[config.mk]
export PLATFORM = sky130hd
export DESIGN_NAME = sram_ctrl
export DESIGN_NICKNAME = d
export VERILOG_FILES = /design/src/rtl/sram_ctrl.sv
export SDC_FILE = /design/constraint.sdc
export NUM_CORES = 1
export LEC_CHECK = 0
export ABC_AREA = 1
export CORE_UTILIZATION = 39
export CTS_CLUSTER_DIAMETER = 80
export DETAILED_ROUTE_END_ITERATION = 7
export MAX_ROUTING_LAYER = met4
export PLACE_DENSITY = 0.77
export SYNTH_ARGS = -nofsm -noshare
export SYNTH_HDL_FRONTEND = slang
export SYNTH_SLANG_ARGS = --single-unit
[constraint.sdc]
create_clock -name clk -period 1.4 [get_ports clk]
set_clock_uncertainty 0.15 [all_clocks]
set_input_delay 0.28 -clock clk [delete_from_list [all_inputs] [get_ports clk]]
set_output_delay 0.28 -clock clk [all_outputs]
set_load 0.02 [all_outputs]
[src/rtl/sram_ctrl.sv]
// sram_ctrl: async-SRAM bank controller arbitrating an instruction read port and a data read/write port.
// Define SRAM_RR_ARB_EN for round-robin arbitration; otherwise the data port has fixed priority.
module sram_ctrl #(
  parameter int ADDR_W   = 20,
  parameter int DATA_W   = 32,
  parameter int WAIT_CYC = 1
) (
  input  logic                clk,
  input  logic                rst_n,
  input  logic                i_req,
  input  logic [ADDR_W-1:0]   i_addr,
  output logic [DATA_W-1:0]   i_rdata,
  output logic                i_ack,
  input  logic                d_req,
  input  logic                d_we,
  input  logic [ADDR_W-1:0]   d_addr,
  input  logic [DATA_W-1:0]   d_wdata,
  input  logic [DATA_W/8-1:0] d_be_n,
  output logic [DATA_W-1:0]   d_rdata,
  output logic                d_ack,
  output logic [ADDR_W-1:0]   sram_addr,
  input  logic [DATA_W-1:0]   sram_data_i,
  output logic [DATA_W-1:0]   sram_data_o,
  output logic                sram_data_oe,
  output logic                sram_ce_n,
  output logic                sram_oe_n,
  output logic                sram_we_n,
  output logic [DATA_W/8-1:0] sram_be_n
);
  localparam int BE_W = DATA_W / 8;
  typedef enum logic [2:0] {IDLE, RD, DONE, WR_SETUP, WR_PULSE, WR_HOLD} state_t;
  state_t            state_q, state_d;
  logic [3:0]        cnt_q, cnt_d;
  logic              sel_q, sel_d;
  logic [ADDR_W-1:0] addr_q, addr_d;
  logic [DATA_W-1:0] wdata_q, wdata_d, i_rdata_q, i_rdata_d, d_rdata_q, d_rdata_d;
  logic [BE_W-1:0]   wbe_q, wbe_d, be_n_q, be_n_d;
  logic              ce_n_q, ce_n_d, oe_n_q, oe_n_d, we_n_q, we_n_d, doe_q, doe_d;
  logic              i_ack_q, i_ack_d, d_ack_q, d_ack_d;
  logic              data_first, gnt_data, last_strobe;
`ifdef SRAM_RR_ARB_EN
  logic              rr_data_last_q, rr_data_last_d;
  assign data_first     = ~rr_data_last_q;
  assign rr_data_last_d = (state_q == IDLE && (i_req || d_req)) ? gnt_data : rr_data_last_q;
`else
  assign data_first = 1'b1;
`endif
  assign gnt_data    = d_req & (~i_req | data_first);
  assign last_strobe = cnt_q == 4'(WAIT_CYC);
  always_comb begin
    state_d   = state_q;
    cnt_d     = cnt_q;
    sel_d     = sel_q;
    addr_d    = addr_q;
    wdata_d   = wdata_q;
    wbe_d     = wbe_q;
    i_rdata_d = i_rdata_q;
    d_rdata_d = d_rdata_q;
    case (state_q)
      IDLE: if (i_req || d_req) begin
        sel_d   = gnt_data;
        addr_d  = gnt_data ? d_addr : i_addr;
        state_d = (gnt_data && d_we) ? WR_SETUP : RD;
        wdata_d = (gnt_data && d_we) ? d_wdata : wdata_q;
        wbe_d   = (gnt_data && d_we) ? d_be_n : wbe_q;
      end
      RD: begin
        state_d   = last_strobe ? DONE : RD;
        cnt_d     = last_strobe ? 4'd0 : cnt_q + 4'd1;
        d_rdata_d = (last_strobe && sel_q) ? sram_data_i : d_rdata_q;
        i_rdata_d = (last_strobe && !sel_q) ? sram_data_i : i_rdata_q;
      end
      WR_SETUP: state_d = WR_PULSE;
      WR_PULSE: begin
        state_d = last_strobe ? WR_HOLD : WR_PULSE;
        cnt_d   = last_strobe ? 4'd0 : cnt_q + 4'd1;
      end
      default: state_d = IDLE;
    endcase
    // strobes are registered images of the state being entered
    ce_n_d  = state_d inside {IDLE, DONE};
    oe_n_d  = state_d != RD;
    we_n_d  = state_d != WR_PULSE;
    doe_d   = state_d inside {WR_SETUP, WR_PULSE, WR_HOLD};
    be_n_d  = (state_d == RD) ? '0 : doe_d ? wbe_d : '1;
    i_ack_d = state_d == DONE && !sel_d;
    d_ack_d = (state_d == DONE && sel_d) || state_d == WR_HOLD;
  end
  always_ff @(posedge clk or negedge rst_n) begin
    if (!rst_n) begin
      state_q   <= IDLE;
      cnt_q     <= '0;
      sel_q     <= 1'b0;
      addr_q    <= '0;
      wdata_q   <= '0;
      wbe_q     <= '1;
      i_rdata_q <= '0;
      d_rdata_q <= '0;
      be_n_q    <= '1;
      ce_n_q    <= 1'b1;
      oe_n_q    <= 1'b1;
      we_n_q    <= 1'b1;
      doe_q     <= 1'b0;
      i_ack_q   <= 1'b0;
      d_ack_q   <= 1'b0;
`ifdef SRAM_RR_ARB_EN
      rr_data_last_q <= 1'b0;
`endif
    end else begin
      state_q   <= state_d;
      cnt_q     <= cnt_d;
      sel_q     <= sel_d;
      addr_q    <= addr_d;
      wdata_q   <= wdata_d;
      wbe_q     <= wbe_d;
      i_rdata_q <= i_rdata_d;
      d_rdata_q <= d_rdata_d;
      be_n_q    <= be_n_d;
      ce_n_q    <= ce_n_d;
      oe_n_q    <= oe_n_d;
      we_n_q    <= we_n_d;
      doe_q     <= doe_d;
      i_ack_q   <= i_ack_d;
      d_ack_q   <= d_ack_d;
`ifdef SRAM_RR_ARB_EN
      rr_data_last_q <= rr_data_last_d;
`endif
    end
  end
  assign sram_addr    = addr_q;
  assign sram_data_o  = wdata_q;
  assign sram_data_oe = doe_q;
  assign sram_ce_n    = ce_n_q;
  assign sram_oe_n    = oe_n_q;
  assign sram_we_n    = we_n_q;
  assign sram_be_n    = be_n_q;
  assign i_rdata      = i_rdata_q;
  assign d_rdata      = d_rdata_q;
  assign i_ack        = i_ack_q;
  assign d_ack        = d_ack_q;
endmodule

==> flow_results.xml <==
<?xml version="1.0" encoding="UTF-8"?>
<metrics>
  <group name="global_route">
    <metric name="grtUsageMet1" unit="%">27.0</metric>
    <metric name="number_of_antenna_violations_at_the_first_check_in_global_routing" unit="">0</metric>
    <metric name="grt_max_degree" unit="">43</metric>
    <metric name="gr-usage-all-layers" unit="%">22.0</metric>
    <metric name="use_met3" unit="%">5.63</metric>
    <metric name="globalRouteMet2Util" unit="%">34.4</metric>
    <metric name="grt_first_pass_wirelength" unit="um">26200</metric>
    <metric name="sum_of_overflow_across_all_layers_after_global_routing" unit="">0</metric>
    <metric name="busiest_layer" unit="">met2</metric>
    <metric name="vias_in_the_first_global_route" unit="">5358</metric>
  </group>
  <group name="routing">
    <metric name="routed-via-count" unit="">5960</metric>
    <metric name="postRouteWirelength" unit="um">21100</metric>
    <metric name="viasPerCell" unit="">4.84</metric>
    <metric name="drc" unit="">0</metric>
    <metric name="drtPass1Iterations" unit="">4</metric>
    <metric name="drt_iter0_markers" unit="">276</metric>
    <metric name="post_drt_wl_per_cell" unit="um">17.2</metric>
    <metric name="postRouteAntennaNets" unit="">0</metric>
  </group>
  <group name="critical_path">
    <metric name="r2r_slack" unit="ns">-0.26</metric>
    <metric name="crit_path_max_fanout" unit="">8</metric>
    <metric name="setup.worst_path.end" unit="">i_rdata[26]$_DFFE_PN0P_</metric>
    <metric name="startpoint" unit="">state_q[2]$_DFF_PN0_</metric>
    <metric name="timing.critical_path.from_type" unit="">register</metric>
    <metric name="worst-r2r-cell-count" unit="">8</metric>
    <metric name="worst_setup_path_end_kind" unit="">register</metric>
    <metric name="regToRegEndpoint" unit="">i_rdata[26]$_DFFE_PN0P_</metric>
    <metric name="timing.critical_path.required" unit="ns">1.58</metric>
    <metric name="start_of_the_worst_register_to_register_path" unit="">state_q[2]$_DFF_PN0_</metric>
    <metric name="worstSetupPathType" unit="">reg2reg</metric>
    <metric name="worst-endpoint-arrival" unit="ns">1.84</metric>
  </group>
  <group name="final_layout">
    <metric name="post-route-util" unit="%">78.7</metric>
    <metric name="final_common_cell" unit="">sky130_fd_sc_hd__buf_4</metric>
    <metric name="layout_common_cells" unit="">sky130_fd_sc_hd__buf_4, sky130_fd_sc_hd__buf_6, sky130_fd_sc_hd__dfrtp_1</metric>
    <metric name="fin_nets" unit="">1148</metric>
    <metric name="proportion_of_layout_cells_with_a_drive_suffix_above_1" unit="%">55.8</metric>
    <metric name="area_growth" unit="%">96.7</metric>
    <metric name="n_fill_cell" unit="">843</metric>
    <metric name="diodes" unit="">0</metric>
  </group>
  <group name="sta">
    <metric name="final-setup-viol-count" unit="">147</metric>
    <metric name="time_the_worst_path_needs_with_i_o_delays_and_setup" unit="ns">1.66</metric>
    <metric name="fin_crit_sh" unit="%">119</metric>
    <metric name="setup_slack" unit="ns">-0.264</metric>
    <metric name="fmax" unit="MHz">601</metric>
    <metric name="finalHoldViolations" unit="">0</metric>
    <metric name="rsz0062_at_grt" unit="">true</metric>
    <metric name="slew_violations" unit="">0</metric>
    <metric name="max-slew-margin-rel" unit="%">77.7</metric>
    <metric name="max_slew.worst_pin.slew" unit="ns">0.331</metric>
  </group>
  <group name="run">
    <metric name="timing.max_cap.violations" unit="">0</metric>
  </group>
  <group name="clock_network">
    <metric name="clock_sink_count" unit="">138</metric>
    <metric name="cts.root.buffer_cell" unit="">sky130_fd_sc_hd__clkbuf_16</metric>
    <metric name="clkTransAtPathRegs" unit="ns">0.06</metric>
    <metric name="max-clock-path-buffers" unit="">2</metric>
    <metric name="h-tree-depth" unit="">4</metric>
    <metric name="cts_buffers" unit="">17</metric>
    <metric name="cts_tree" unit="">done</metric>
    <metric name="clk-insertion-delay-late" unit="ns">0.42</metric>
  </group>
  <group name="logic_synthesis">
    <metric name="synth_area_leader_cell" unit="">sky130_fd_sc_hd__dfrtp_1</metric>
    <metric name="ys_top_cells_by_area" unit="">sky130_fd_sc_hd__dfrtp_1, sky130_fd_sc_hd__nand2_1, sky130_fd_sc_hd__o21ai_2</metric>
    <metric name="fraction_of_the_yosys_area_taken_by_sequential_cells" unit="%">59.4</metric>
    <metric name="synth_ff_type" unit="">sky130_fd_sc_hd__dfrtp_1</metric>
    <metric name="synth_top_area_share" unit="%">54.4</metric>
    <metric name="synth.ff_latch_count" unit="">138</metric>
    <metric name="synth-edff-count" unit="">0</metric>
    <metric name="synth-async-reset-ratio" unit="%">100</metric>
    <metric name="mappedNetlistNets" unit="">732</metric>
    <metric name="netlist_instances" unit="">619</metric>
    <metric name="synthesized_cell_area" unit="mm^2">0.00584</metric>
    <metric name="synth-warning-count" unit="">0</metric>
    <metric name="avgSynthCellArea" unit="um^2">9.43</metric>
    <metric name="synth_cell_types" unit="">24</metric>
  </group>
  <group name="floorplan">
    <metric name="die_area" unit="mm^2">0.0155</metric>
    <metric name="floorplan.io_pins" unit="">239</metric>
    <metric name="start_util" unit="%">40.0</metric>
    <metric name="floorplan.rows" unit="">44</metric>
    <metric name="coreArea" unit="mm^2">0.0146</metric>
    <metric name="dieWidth" unit="um">124</metric>
    <metric name="dieHeight" unit="um">124</metric>
  </group>
  <group name="placed_design">
    <metric name="hpwlAfterDp" unit="um">10400</metric>
    <metric name="buffer_ports.inserted" unit="">238</metric>
    <metric name="gp_congestion" unit="">0.783</metric>
  </group>
  <group name="status">
    <metric name="outcome" unit="">finished, violations left</metric>
    <metric name="violations" unit="">negative setup slack</metric>
  </group>
  <group name="power_and_ir_drop">
    <metric name="worst_ir_drop_on_vdd" unit="mV">1.26</metric>
    <metric name="power_leakage" unit="nW">5.83</metric>
    <metric name="total_power" unit="mW">29.1</metric>
    <metric name="power_dens_cells" unit="mW/mm^2">2530</metric>
  </group>
  <group name="hold_path">
    <metric name="timing.hold.worst.class" unit="">in2async</metric>
  </group>
</metrics>
logic make-up (layout without fill, tap and decap cells):
logic type      count (synthesis)  in the layout  share of synthesized area [%]
simple gates                  267            268                           19.4
flops                         138            138                           59.4
xor+xnor                        2              2                          0.300
compound gates                113            113                           12.7
buf+inv                        99            527                           8.25
cell usage after synthesis (3+ instances only):
library cell / n
sky130_fd_sc_hd__nand2_2: 40
sky130_fd_sc_hd__inv_1: 66
sky130_fd_sc_hd__nand3_1: 7
sky130_fd_sc_hd__dfrtp_1: 127
sky130_fd_sc_hd__a21oi_1: 4
sky130_fd_sc_hd__clkbuf_2: 3
sky130_fd_sc_hd__nor2_1: 11
sky130_fd_sc_hd__buf_2: 4
sky130_fd_sc_hd__buf_6: 12
sky130_fd_sc_hd__o21ai_2: 46
sky130_fd_sc_hd__clkbuf_1: 5
sky130_fd_sc_hd__buf_4: 3
sky130_fd_sc_hd__dfstp_2: 11
sky130_fd_sc_hd__inv_2: 4
sky130_fd_sc_hd__o21ai_0: 34
sky130_fd_sc_hd__nand2_1: 204
sky130_fd_sc_hd__o21ai_1: 28
layout make-up:
type / count / area, um^2 / share of cell area (%)
Clock buffer: 21 / 460 / 4.01
Clock inverter: 11 / 120 / 1.05
Inverter: 70 / 283 / 2.46
Multi-Input combinational cell: 383 / 2540 / 22.1
Sequential cell: 138 / 3470 / 30.2
Tap cell: 184 / 230 / 2.00
Timing Repair Buffer: 425 / 4390 / 38.2
sequential cells by signal, summed over array words and instances (netlist names):
name          cells
sram_be_n         4
i_ack             1
sram_data_oe      1
d_rdata          32
sram_ce_n         1
state_q           3
sram_addr        20
i_rdata          32
d_ack             1
sram_data_o      32
sel_q             1
sram_oe_n         1
sram_we_n         1
cnt_q             4
wbe_q             4
worst max-delay path, stage by stage (launching register included):
cell,delay [ns]
sky130_fd_sc_hd__dfrtp_1,0.39
sky130_fd_sc_hd__inv_2,0.08
sky130_fd_sc_hd__nand2_2,0.05
sky130_fd_sc_hd__nor2_2,0.16
sky130_fd_sc_hd__nand2_2,0.11
sky130_fd_sc_hd__clkinv_4,0.11
sky130_fd_sc_hd__nand2_8,0.12
sky130_fd_sc_hd__clkbuf_16,0.21
sky130_fd_sc_hd__o21ai_1,0.17
worst min path at each step:
stage	slack, ns	endpoint	from	cells after the start
after floorplan	-0.17	cnt_q[0]$_DFFE_PN0P_	rst_n	0
after global placement	0.04	d_rdata[17]$_DFFE_PN0P_	rst_n	1
final	0.19	d_rdata[17]$_DFFE_PN0P_	rst_n	2
after global routing	0.19	d_rdata[17]$_DFFE_PN0P_	rst_n	2
after detailed placement	0.04	d_rdata[17]$_DFFE_PN0P_	rst_n	1
after CTS	0.17	d_rdata[17]$_DFFE_PN0P_	rst_n	2
per-stage QoR:
stage	setup TNS, ns	hold WS, ns	area (um^2)	setup slack [ns]	cells
after floorplan	-2.63	-0.166	5850	-0.0538	619
after global placement	-27.68	0.0395	8920	-0.412	1085
after detailed placement	-31.00	0.0417	8920	-0.479	1085
after CTS	-7.78	0.166	9770	-0.144	1153
after global routing	-27.05	0.191	11500	-0.330	1232
final	-17.44	0.187	11500	-0.264	1232
per-layer routing:
layer,routed length (um),vias up,share of wire (%)
met3,1100,41,5.2
met1,8440,2935,40
met4,518,0,2.4
met5,0,-,0
met2,11100,233,52
li1,-,2751,-
report_power, final:
part / switching [mW] / total [mW] / internal, mW
registers: 1.54 / 7.56 / 6.03
logic: 8.11 / 17.1 / 8.94
clock network: 1.73 / 4.44 / 2.71
what timing repair did:
action                                  CTS  global route
pin swaps                                 0            24
resized for setup                       707           272
buffers inserted                         35            65
hold buffers                              1             0
endpoints found under the setup margin  243           256
cloned                                    0            19
endpoints found under the hold margin   127             0
Power figures use the tool's default switching activity.
